`src/rtl/jk_reg_bank.sv`:
```
// Bank of WIDTH JK flip-flops with per-bit Preset/Clear and shared JK/COUNT/SHIFT/TOGGLE mode.
// Optional change-tracking register enabled by defining JK_BANK_CHG_EN.
module jk_reg_bank #(
    parameter int               WIDTH     = 8,
    parameter logic [WIDTH-1:0] RESET_VAL = '0
) (
    input  logic             clk,
    input  logic             rst,
    input  logic             en,
    input  logic [1:0]       mode,
    input  logic [WIDTH-1:0] J,
    input  logic [WIDTH-1:0] K,
    input  logic [WIDTH-1:0] Preset,
    input  logic [WIDTH-1:0] Clear,
    input  logic             up_dn,
    input  logic             ser_in,
    output logic [WIDTH-1:0] Q,
    output logic [WIDTH-1:0] Q_bar,
    output logic             ser_out,
    output logic             tc,
    output logic [WIDTH-1:0] chg
);

    localparam logic [1:0] MODE_JK     = 2'b00;
    localparam logic [1:0] MODE_COUNT  = 2'b01;
    localparam logic [1:0] MODE_SHIFT  = 2'b10;
    localparam logic [1:0] MODE_TOGGLE = 2'b11;

    logic [WIDTH-1:0] nxt;
    logic [WIDTH-1:0] q_d;
    logic [WIDTH-1:0] set_bits;
    logic [WIDTH-1:0] hold_bits;
    logic [WIDTH-1:0] free_bits;

    always_comb begin
        nxt = Q;
        case (mode)
            MODE_JK:     nxt = (J & ~Q) | (~K & Q);
            MODE_COUNT:  nxt = up_dn ? Q + 1'b1 : Q - 1'b1;
            MODE_SHIFT:  nxt = {Q[WIDTH-2:0], ser_in};
            MODE_TOGGLE: nxt = Q ^ J;
            default:     nxt = Q;
        endcase
    end

    // Overrides are applied bitwise on top of nxt, which was computed from the
    // un-overridden Q, so a forced bit never re-ripples a count carry.
    assign set_bits  = Preset & ~Clear;
    assign hold_bits = Preset & Clear;
    assign free_bits = ~(Preset | Clear);
    assign q_d       = set_bits | (hold_bits & Q) | (free_bits & (en ? nxt : Q));

    always_ff @(posedge clk) begin
        if (rst) Q <= RESET_VAL;
        else     Q <= q_d;
    end

    assign Q_bar   = ~Q;
    assign ser_out = Q[WIDTH-1];
    assign tc      = en && (mode == MODE_COUNT) &&
                     (up_dn ? (Q == {WIDTH{1'b1}}) : (Q == '0));

`ifdef JK_BANK_CHG_EN
    always_ff @(posedge clk) begin
        if (rst) chg <= '0;
        else     chg <= Q ^ q_d;
    end
`else
    assign chg = '0;
`endif

endmodule

```
`config.mk`:
```
export PLATFORM = sky130hd
export DESIGN_NAME = jk_reg_bank
export DESIGN_NICKNAME = d
export VERILOG_FILES = /design/src/rtl/jk_reg_bank.sv
export SDC_FILE = /design/constraint.sdc
export NUM_CORES = 1
export LEC_CHECK = 0
export BUFFER_PORTS_ARGS = -buffer_cell sky130_fd_sc_hd__buf_2
export CORE_MARGIN = 3
export CORE_UTILIZATION = 40
export CTS_CLUSTER_DIAMETER = 100
export CTS_CLUSTER_SIZE = 24
export DETAILED_ROUTE_END_ITERATION = 7
export PLACE_DENSITY = 0.71
export SLEW_MARGIN = 20
export SYNTH_ARGS = -nofsm -noshare
export SYNTH_HDL_FRONTEND = slang
export SYNTH_SLANG_ARGS = --single-unit
```
`constraint.sdc`:
```
create_clock -name clk -period 3.2 [get_ports clk]
set_clock_uncertainty 0.15 [all_clocks]
set_input_delay 0.16 -clock clk [delete_from_list [all_inputs] [get_ports clk]]
set_output_delay 0.16 -clock clk [all_outputs]
set_load 0.01 [all_outputs]
```
# After elaboration in Yosys (flattened, before gate mapping)
# Cells that the tools add are included.
# totals
regBits,8
in_bits,39
out_inout_bits,26
word_cells,30
# op_classes
add_sub_neg,2
eq_ne,4
n_mux,4
bitwise,15
n_reduce_logical,4
# op_table
cell,n
$and A8 B8 Y8,6
$not A8 Y8,4
$or A8 B8 Y8,4
$pmux W8 S4,1
$mux W8,2
$add A8 B1 Y8 const B,1
$eq A8 B8 Y1 const B,1
$logic_not A8 Y1,1
$sub A8 B1 Y8 const B,1
$xor A8 B8 Y8,1
$eq A2 B2 Y1 const B,2
$eq A2 B1 Y1 const B,1
$logic_and A1 B1 Y1,2
$logic_not A2 Y1,1
$mux W1,1

# Longest topological paths before layout
# Gate-level depths: netlist (run 1).
# depth
ltp_word,7
depth_mapped,7
depth_no_buf,7

# Worst setup path after synthesis (run 1)
# OpenSTA, ideal clock, no wires.
# synth_timing
path_kind,reg-to-reg
startpoint,register Q[0]
endpoint,register Q[4]
setup_time_ns,0.133
arrival_ns,1.544
required_time_ns,2.917
setup_slack_ns,1.373
stages_incl_launch_ff,8
period_less_slack_ns,1.827
path_cell_list,dfxtp_1 > inv_1 > fa_1 > nor2b_1 > o31a_1 > a21oi_1 > o22ai_1 > o22ai_1
# synth_via
elab_chain_len,6
elab_cells_between_ends,7
# synth_lines
element,line,text
"start, declared",17,"output logic [WIDTH-1:0] Q,"
"start signal, assigned",55,else Q <= q_d;
$sub A8 B1 Y8 / $add A8 B1 Y8 (equally long branches),39,MODE_COUNT: nxt = up_dn ? Q + 1'b1 : Q - 1'b1;
$mux W8 (*),39,
$pmux W8 S4 (*),37,case (mode)
$mux W8 (*),51,assign q_d = set_bits | (hold_bits & Q) | (free_bits & (en ? nxt : Q));
$and A8 B8 Y8 (*),51,
$or A8 B8 Y8 (*),51,
# Every way passes the cells marked *; elsewhere a longest branch is shown, timed or not.
# A chain may end at the register's enable or synchronous reset.

# Final worst setup path (run 1)
# Same ends and word-level chain as after synthesis.

==> results of run 1 <==
[power breakdown]
part | switching [uW] | leakage, uW | internal, uW
clock | 39.3 | 0.0000138 | 43.3
combinational | 112 | 0.000632 | 91.5
sequential | 18.8 | 0.0000664 | 109
total | 170 | 0.000712 | 243
[routing by layer]
metal | vias up | track usage | routed length [um]
li1 | 715 | - | -
met4 | 0 | 0.0182 | 9
met5 | - | 0 | 0
met1 | 637 | 0.260 | 1600
met2 | 52 | 0.340 | 1640
met3 | 2 | 0.0537 | 291
[logic make-up (layout without fill, tap and decap cells)]
kind of cell / after synthesis / in the layout
XOR/XNOR: 7 / 7
AND/OR/NAND/NOR: 54 / 54
other: 1 / 8
buffers and inverters: 36 / 75
multiplexers: 1 / 1
flip-flops: 8 / 8
AO/OA/AOI/OAI: 63 / 63
adder cells (fa/ha/maj): 8 / 8
[layout by cell type (no fill, tap or decap), types with 4 or more instances in the layout]
cell,n
buf_2,56
inv_1,16
o21ai_0,16
a21oi_1,14
nand2_1,12
nor2_1,10
dfxtp_1,8
conb_1,8
o22ai_1,6
ha_1,6
nand3_1,5
nand2b_1,5
xor2_1,5
a31oi_1,4
nor2b_1,4
[path summary, 6_finish.rpt]
kind | start | to | cells past startpoint | slack [ns]
setup / recovery | Q[0] | Q[4] | 7 | 1.26
hold / removal | Preset[1] | Q[1] | 3 | 0.003
setup reg to reg | Q[0] | Q[4] | 7 | 1.26
hold reg to reg | Q[0] | Q[0] | 2 | 0.51
[stage by stage]
stage | util | power, uW | cells | hold WS, ns
5_1_grt | 0.520 | 449 | 266 | 0.0132
3_3_place_gp | 0.512 | 332 | 263 | 0.272
3_5_place_dp | 0.512 | 331 | 263 | 0.280
4_1_cts | 0.520 | 417 | 266 | 0.00640
6_report | 0.520 | 413 | 266 | 0.00297
2_1_floorplan | - | 275 | 185 | 0.154
[worst reg2reg max path: cells and delay by family, from the launching register on]
| kind | cells | cell delay, ns |
|---|---|---|
| adder cells (fa/ha/maj) | 1 | 0.48 |
| flip-flops | 1 | 0.41 |
| AND/OR/NAND/NOR | 1 | 0.17 |
| buffers and inverters | 1 | 0.13 |
| AO/OA/AOI/OAI | 4 | 0.48 |
[layout make-up]
| type | instances | area (um^2) |
|---|---|---|
| clock buffer | 3 | 22.5 |
| tap | 42 | 52.6 |
| inverter | 16 | 60.1 |
| fill | 308 | 1380 |
| timing repair buffer | 56 | 280 |
| sequential | 8 | 160 |
| multi-input combinational | 141 | 920 |
==> results.md, run 1 <==
- CTS built an H-tree with a depth of 1.
- The synthesized-area fraction occupied by ao, oa, aoi and oai cells is 0.330.
- The via count of the first global-routing pass is 1,223.
- 65 I/O pins were placed.
- The number of flip-flops under the largest register name is 8.
- In this run, post-CTS repair resized a total of 0 instances.
- The quantity of hold-fixing buffers added after cts is 0.
- The setup TNS is 0 ns.
- The number of maximum-capacitance constraint violations is 0.
- The largest registers in the layout are Q (8).
- The layout overhead on the synthesized area is 19.0%.
- The final layout net count is 272.
- The critical path is of the reg -> reg type.
- The final route contains 1,406 vias.
- The post-route cell area is 1500 um^2.
- A synthesized cell averages 7.06 um^2.
- Counting both buffers and inverters, the worst setup path holds a total of 1.
- The post-synthesis cell type count is 46.
- The largest area contributor in the synthesized netlist is dfxtp_1.
- The sum of net half-perimeters after detailed placement is 2820 um.
- Power spread over the standard cell area amounts to 276 nW/um^2.
- Data on the critical path arrives at its endpoint at 1.93 ns.
- Summing all placed instances gives a cell area of 1470 um^2.
- Of the total synthesized cell area, the portion taken by full adders, half adders and majority gates is 0.0837.
- The number of sinks driven by the clock tree is 8.
- Dividing the final minimum period by the clock period gives 0.605.
- The post-synthesis xor/xnor area fraction is 0.0488.
- The global-route wire length before repair is 5690 um.
- The final setup violation count is 0.
- The number of clock buffers added by TritonCTS is 3.
- Setup repair after global routing left no endpoint under its margin.
- The delay of the slowest cell on the worst path is 0.48 ns.
- The post-CTS setup buffer count is 0.
- The tightest min-delay check is of the in -> reg type.
- The flow ran to the end, and the final reports show no timing, DRC or antenna violations.
- The die covers 3850 um^2.
- The initial core utilization is 0.437.
- The critical path launch point type is a flop.
- The sum of routed wire length over all layers is 3540 um.
- In the final routed layout, each cell accounts on average for 13.3 um.
- The number of antenna violations at the first check in global routing is 0.
- The floorplan step defined a core boundary enclosing 2880 um^2.
- In the global route stage, overall resource usage came out at 0.199.
- The post-synthesis cell count is 178.
- The tree is rooted in a clkbuf_4.
- Entering global routing, the biggest net connects 22 pins.
- The main combinational cell family by area after synthesis is compound AO/OA/AOI/OAI gates.
- At the placement stage, the worst setup path has a slack of 1.23 ns.
- Ranked by instance count, the synthesized netlist is headed by inv_1, o21ai_0, a21oi_1, nand2_1.
- The die is 62.0 um wide.
- The total count of hold-check failures in the final report was 0.
- The worst path setup slack after routing is 1.26 ns.
- Ranked by flip-flop count, first place goes to Q.
- The detail-routed via count per cell is 5.29.
- The synthesized-area fraction occupied by and/or/nand/nor cells is 0.238.
- The total count of max-transition violations in the final report is 0.
- The clock passes through at most 2 buffers.
- In the synthesized netlist the dominant register cell turns out to be dfxtp_1.
- VDD sags by at most 0.153 mV.
- The total congestion overflow after global routing is 0.
- The number of DRC markers in iteration 0 is 41.
- The fmax is 516 MHz.
- The count of nets left with antenna violations after detail routing is 0.
- The share of synthesized area in the top cell type comes to 0.127.
- The clock edge transition at the registers on the reported setup and hold paths is 0.06 ns.
- The final weighted congestion in routability-driven placement is 0.904.
- The highest-delay cell along the critical path is fa_1.
- The share of the Yosys chip area taken by registers is 0.127.
- Of the post-synthesis cell area, the part taken by muxes is 0.00797.
- TritonCTS built the clock tree.
- The count of input and output buffers is 56.
- In this run, synthesis inferred 0 flip-flops with an integrated enable.
- In the synthesized netlist the async set-or-reset flop fraction comes to 0.
- The share of final-layout standard cells stronger than drive strength 1 is 0.286.
- The remaining design rule violation count is 0.
- The signal on the critical path passes through inv_1 > fa_1 > nor2b_1 > o31a_1 > a21oi_1 > o22ai_1 > o22ai_1.
- For this run, the number of Yosys warnings is 0.
- The clock reaches the later pin of the worst-skew pair after 0.26 ns.
- The clock period minus worst slack is 1.94 ns.
- Before antenna repair, the detailed router went through 4 iterations.
- Data on the critical path is required at its endpoint by 3.19 ns.
- The cell row count is 19.
- The number of synthesized register bits is 8.
- The die height is 62.0 um.
- The number of diodes is 0.
- STA classifies the critical path endpoint as a flop.
- The mapped cell area is 1260 um^2.
- The analysis attributes to cell leakage a power of 0.000712 uW.
- The cell that appears most often on the critical path is o22ai_1.
- By area the synthesized netlist is led by dfxtp_1, o21ai_0, buf_4.
- The family with the most delay on the worst path is adder cells.
- The maximum fanout encountered on the critical timing path is 6.
Power figures use the tool's default switching activity.
==> run 2: changes to the inputs <==
clock period = 2 ns   (was 3.2 ns; I/O delays follow)
==> run 2 against run 1 <==
Via count up 1.8%. Largest power group unchanged. Critical path type unchanged. Die area unchanged. Cell count up 4.9%. Clock power up 56%. Non-clock buffer count up 13. Hold slack better by 0.014 ns. Combinational power up 81%. Worst setup slack worse by 1.1 ns. Utilization up 4.0 points. First-iteration DRC count up 20%. Clock-buffer cell count unchanged. Global-route usage up 0.35 points.
==> results.md, run 2 (synthesized netlist as in run 1, its figures left out) <==
- The die footprint is 3850 um^2.
- The total global-route track usage is 0.203.
- The combined area of the multi-input logic cells is 920 um^2.
- The area of all sequential standard cells is 161 um^2.
- Setup repair after global routing left no endpoint under its margin.
- For this configuration, the core starts out at a cell density of 0.437.
- For this design the top-level I/O count stands at 65.
- The number of buffers between clock root and the deepest sink is 2.
- The clock period minus worst slack is 1.84 ns.
- Summed over all layers, the routed wires come to 3600 um.
- The root buffer cell is clkbuf_4.
- For hold timing, the worst endpoint is Q[5].
- CTS saw 8 sinks.
- The number of iterations in the first detailed-routing pass is 4.
- The repair_antennas step left the layout with diodes totalling 0.
- Max-cap violations in this run came to 0.
- The layout has 319 filler cells.
- In this run the critical register-to-register path is captured at Q[4].
- Of the total power, combinational logic draws 0.535.
- Routability-driven placement finished with a final weighted congestion of 0.908.
- The family with the most delay on the worst path is adder cells.
- The critical path launch point type is a flop.
- The combined buffer and inverter count along the critical path is 1.
- Detailed placement finished with a half-perimeter wire length of 2920 um.
- The number of antenna violations at the first check in global routing is 0.
- The clock latency of the later-clocked register in the worst-skew pair is 0.26 ns.
- For this block, the initial DRC count from the detailed router was 49.
- The commonest non-fill, non-tap cell in the layout is buf_2.
- The number of flip-flops under the largest register name is 8.
- The cell row count is 19.
- The run finished with clean final reports.
- The detailed router placed 1,431 vias in this run.
- The placeable core region is 2880 um^2.
- The count of input and output buffers is 56.
- In this run the static leakage power is 0.000775 uW.
- The final layout net count is 285.
- The maximum fanout encountered on the critical timing path is 6.
- At the worst endpoint, the arrival time is 1.82 ns.
- The worst-case IR drop observed on VDD is 0.249 mV.
- The final core utilization is 0.559.
- The delay of the slowest cell on the worst path is 0.48 ns.
- The clock share of power is 0.188.
- The total count of hold-check failures in the final report was 0.
- The worst register-to-register path begins at Q[0].
- STA puts the critical path data required time at 1.98 ns.
- The internal power consumption is 413 uW.
- After clock tree synthesis, the clock-pin slew on the worst setup and hold paths is 0.06 ns.
- Measured along the y axis, the die boundary spans 62.0 um.
- Excluding fillers, the count of instances in the completed layout stands at 279.
- The pin count of the biggest net entering global routing is 22.
- Of the total power, the share spent switching nets is 0.400.
- Counting the buffers created by CTS gives 3.
- The number of cells on the worst hold path is 4.
- The total placed cells including tap cells is 270.
- In this run the remaining antenna-violating nets after routing total 0.
- The share of final-layout standard cells stronger than drive strength 1 is 0.304.
- The top cell types in the final layout, fill and taps aside, are buf_2, inv_1, o21ai_0.
- The largest register by flop count is Q.
- The total congestion overflow after global routing is 0.
- The slowest stage of the critical path belongs to the cell fa_1.
- The number of cells on the worst reg-to-reg path is 7.
- The area growth from synthesis to layout is 28.1%.
- The TritonCTS clock tree is done.
- In the final routed layout, each cell accounts on average for 12.9 um.
- The total count of max-transition violations in the final report was 0.
- The critical path goes through inv_1 > fa_1 > nor2b_1 > o31a_1 > a21oi_1 > o22ai_1 > o22ai_1.
- The power density relative to cell area is 428 nW/um^2.
- From left edge to right edge, the die measures 62.0 um.
- The critical path in this run is classified as reg -> reg.
- The post-route total power is 688 uW.
- The share of the clock period used by the worst path is 0.918.
- The worst hold path begins at Clear[5].
- The detail-routed via count per cell is 5.13.
- The setup TNS is 0 ns.
- In the final layout, the registers with the most flip-flops are Q (8).
- The worst hold slack is 0.0168 ns.
- The most numerous cell type found on the critical path is o22ai_1.
- Of the total power, registers draw 0.277.
- The via count of the first global-routing pass is 1,327.
- For this run, design rule violations remaining after detail routing come to 0.
- STA classifies the critical path endpoint as a flop.
- The net switching component of the power is 275 uW.
- Setup violations remaining at the end of the flow were counted as 0.
- The worst register-to-register path has a setup slack of 0.16 ns.
- The number of levels the H-tree was split into is 1.
- The fmax is 545 MHz.
- The first global-routing pass estimated 5860 um of wire.
- The min-delay analysis places its worst path in the category in -> reg.
run 2: changes by cell type in the layout (fill, tap and decap cells not counted):
cell	delta
buf_4	+7
dlygate4sd3_1	+6
dfxtp_1	-1
dfxtp_2	+1
run 2: power groups by stage:
stage / Combinational (uW) / Sequential (uW) / Clock [uW]
final: 368 / 191 / 129
after global routing: 412 / 193 / 146
after CTS: 367 / 190 / 136
after detailed placement: 356 / 193 / 0
after global placement: 355 / 193 / 0
after floorplan: 242 / 197 / 0
run 2: what timing repair did:
action,CTS,global route
setup endpoints to repair,0,2
endpoints found under the hold margin,4,0
gates resized for setup,0,1
hold buffers,6,0
setup buffers,0,0
run 2: cell type report:
| cell class | count | share of cell area |
|---|---|---|
| multi-input cells | 141 | 0.572 |
| repair buffers | 69 | 0.244 |
| flip-flops and latches | 8 | 0.100 |
| inverters | 16 | 0.0373 |
| well taps | 42 | 0.0327 |
| clock buffers | 3 | 0.0140 |
run 2: through the flow:
stage	worst slack (ns)	instance area, um^2
finish	0.165	1610
global route	0.0183	1610
CTS	0.108	1610
detailed placement	0.109	1530
global placement	0.129	1530
floorplan	0.173	1280
run 2: worst max path at each step:
stage,endpoint,slack (ns),depth (start not counted),from
2_1_floorplan,Q[4],0.17,7,Q[0]
3_3_place_gp,Q[2],0.13,6,Q[0]
3_5_place_dp,Q[6],0.11,8,up_dn
4_1_cts,Q[4],0.11,7,Q[0]
5_1_grt,Q[6],0.02,7,Q[0]
6_report,Q[4],0.16,7,Q[0]
run 2: worst register-to-register path, delay by kind of cell (launching register included):
family | cells | cell delay (ns)
compound gates | 4 | 0.45
buf+inv | 1 | 0.10
flops | 1 | 0.37
fa+ha+maj | 1 | 0.48
simple gates | 1 | 0.17
run 2: routing by layer:
layer  track usage  routed length [um]  vias to the layer above
li1              -                   -                      739
met1         0.266                1500                      622
met2         0.345                1700                       68
met3        0.0475                 394                        2
met4        0.0273                  13                        0
met5             0                   0                        -
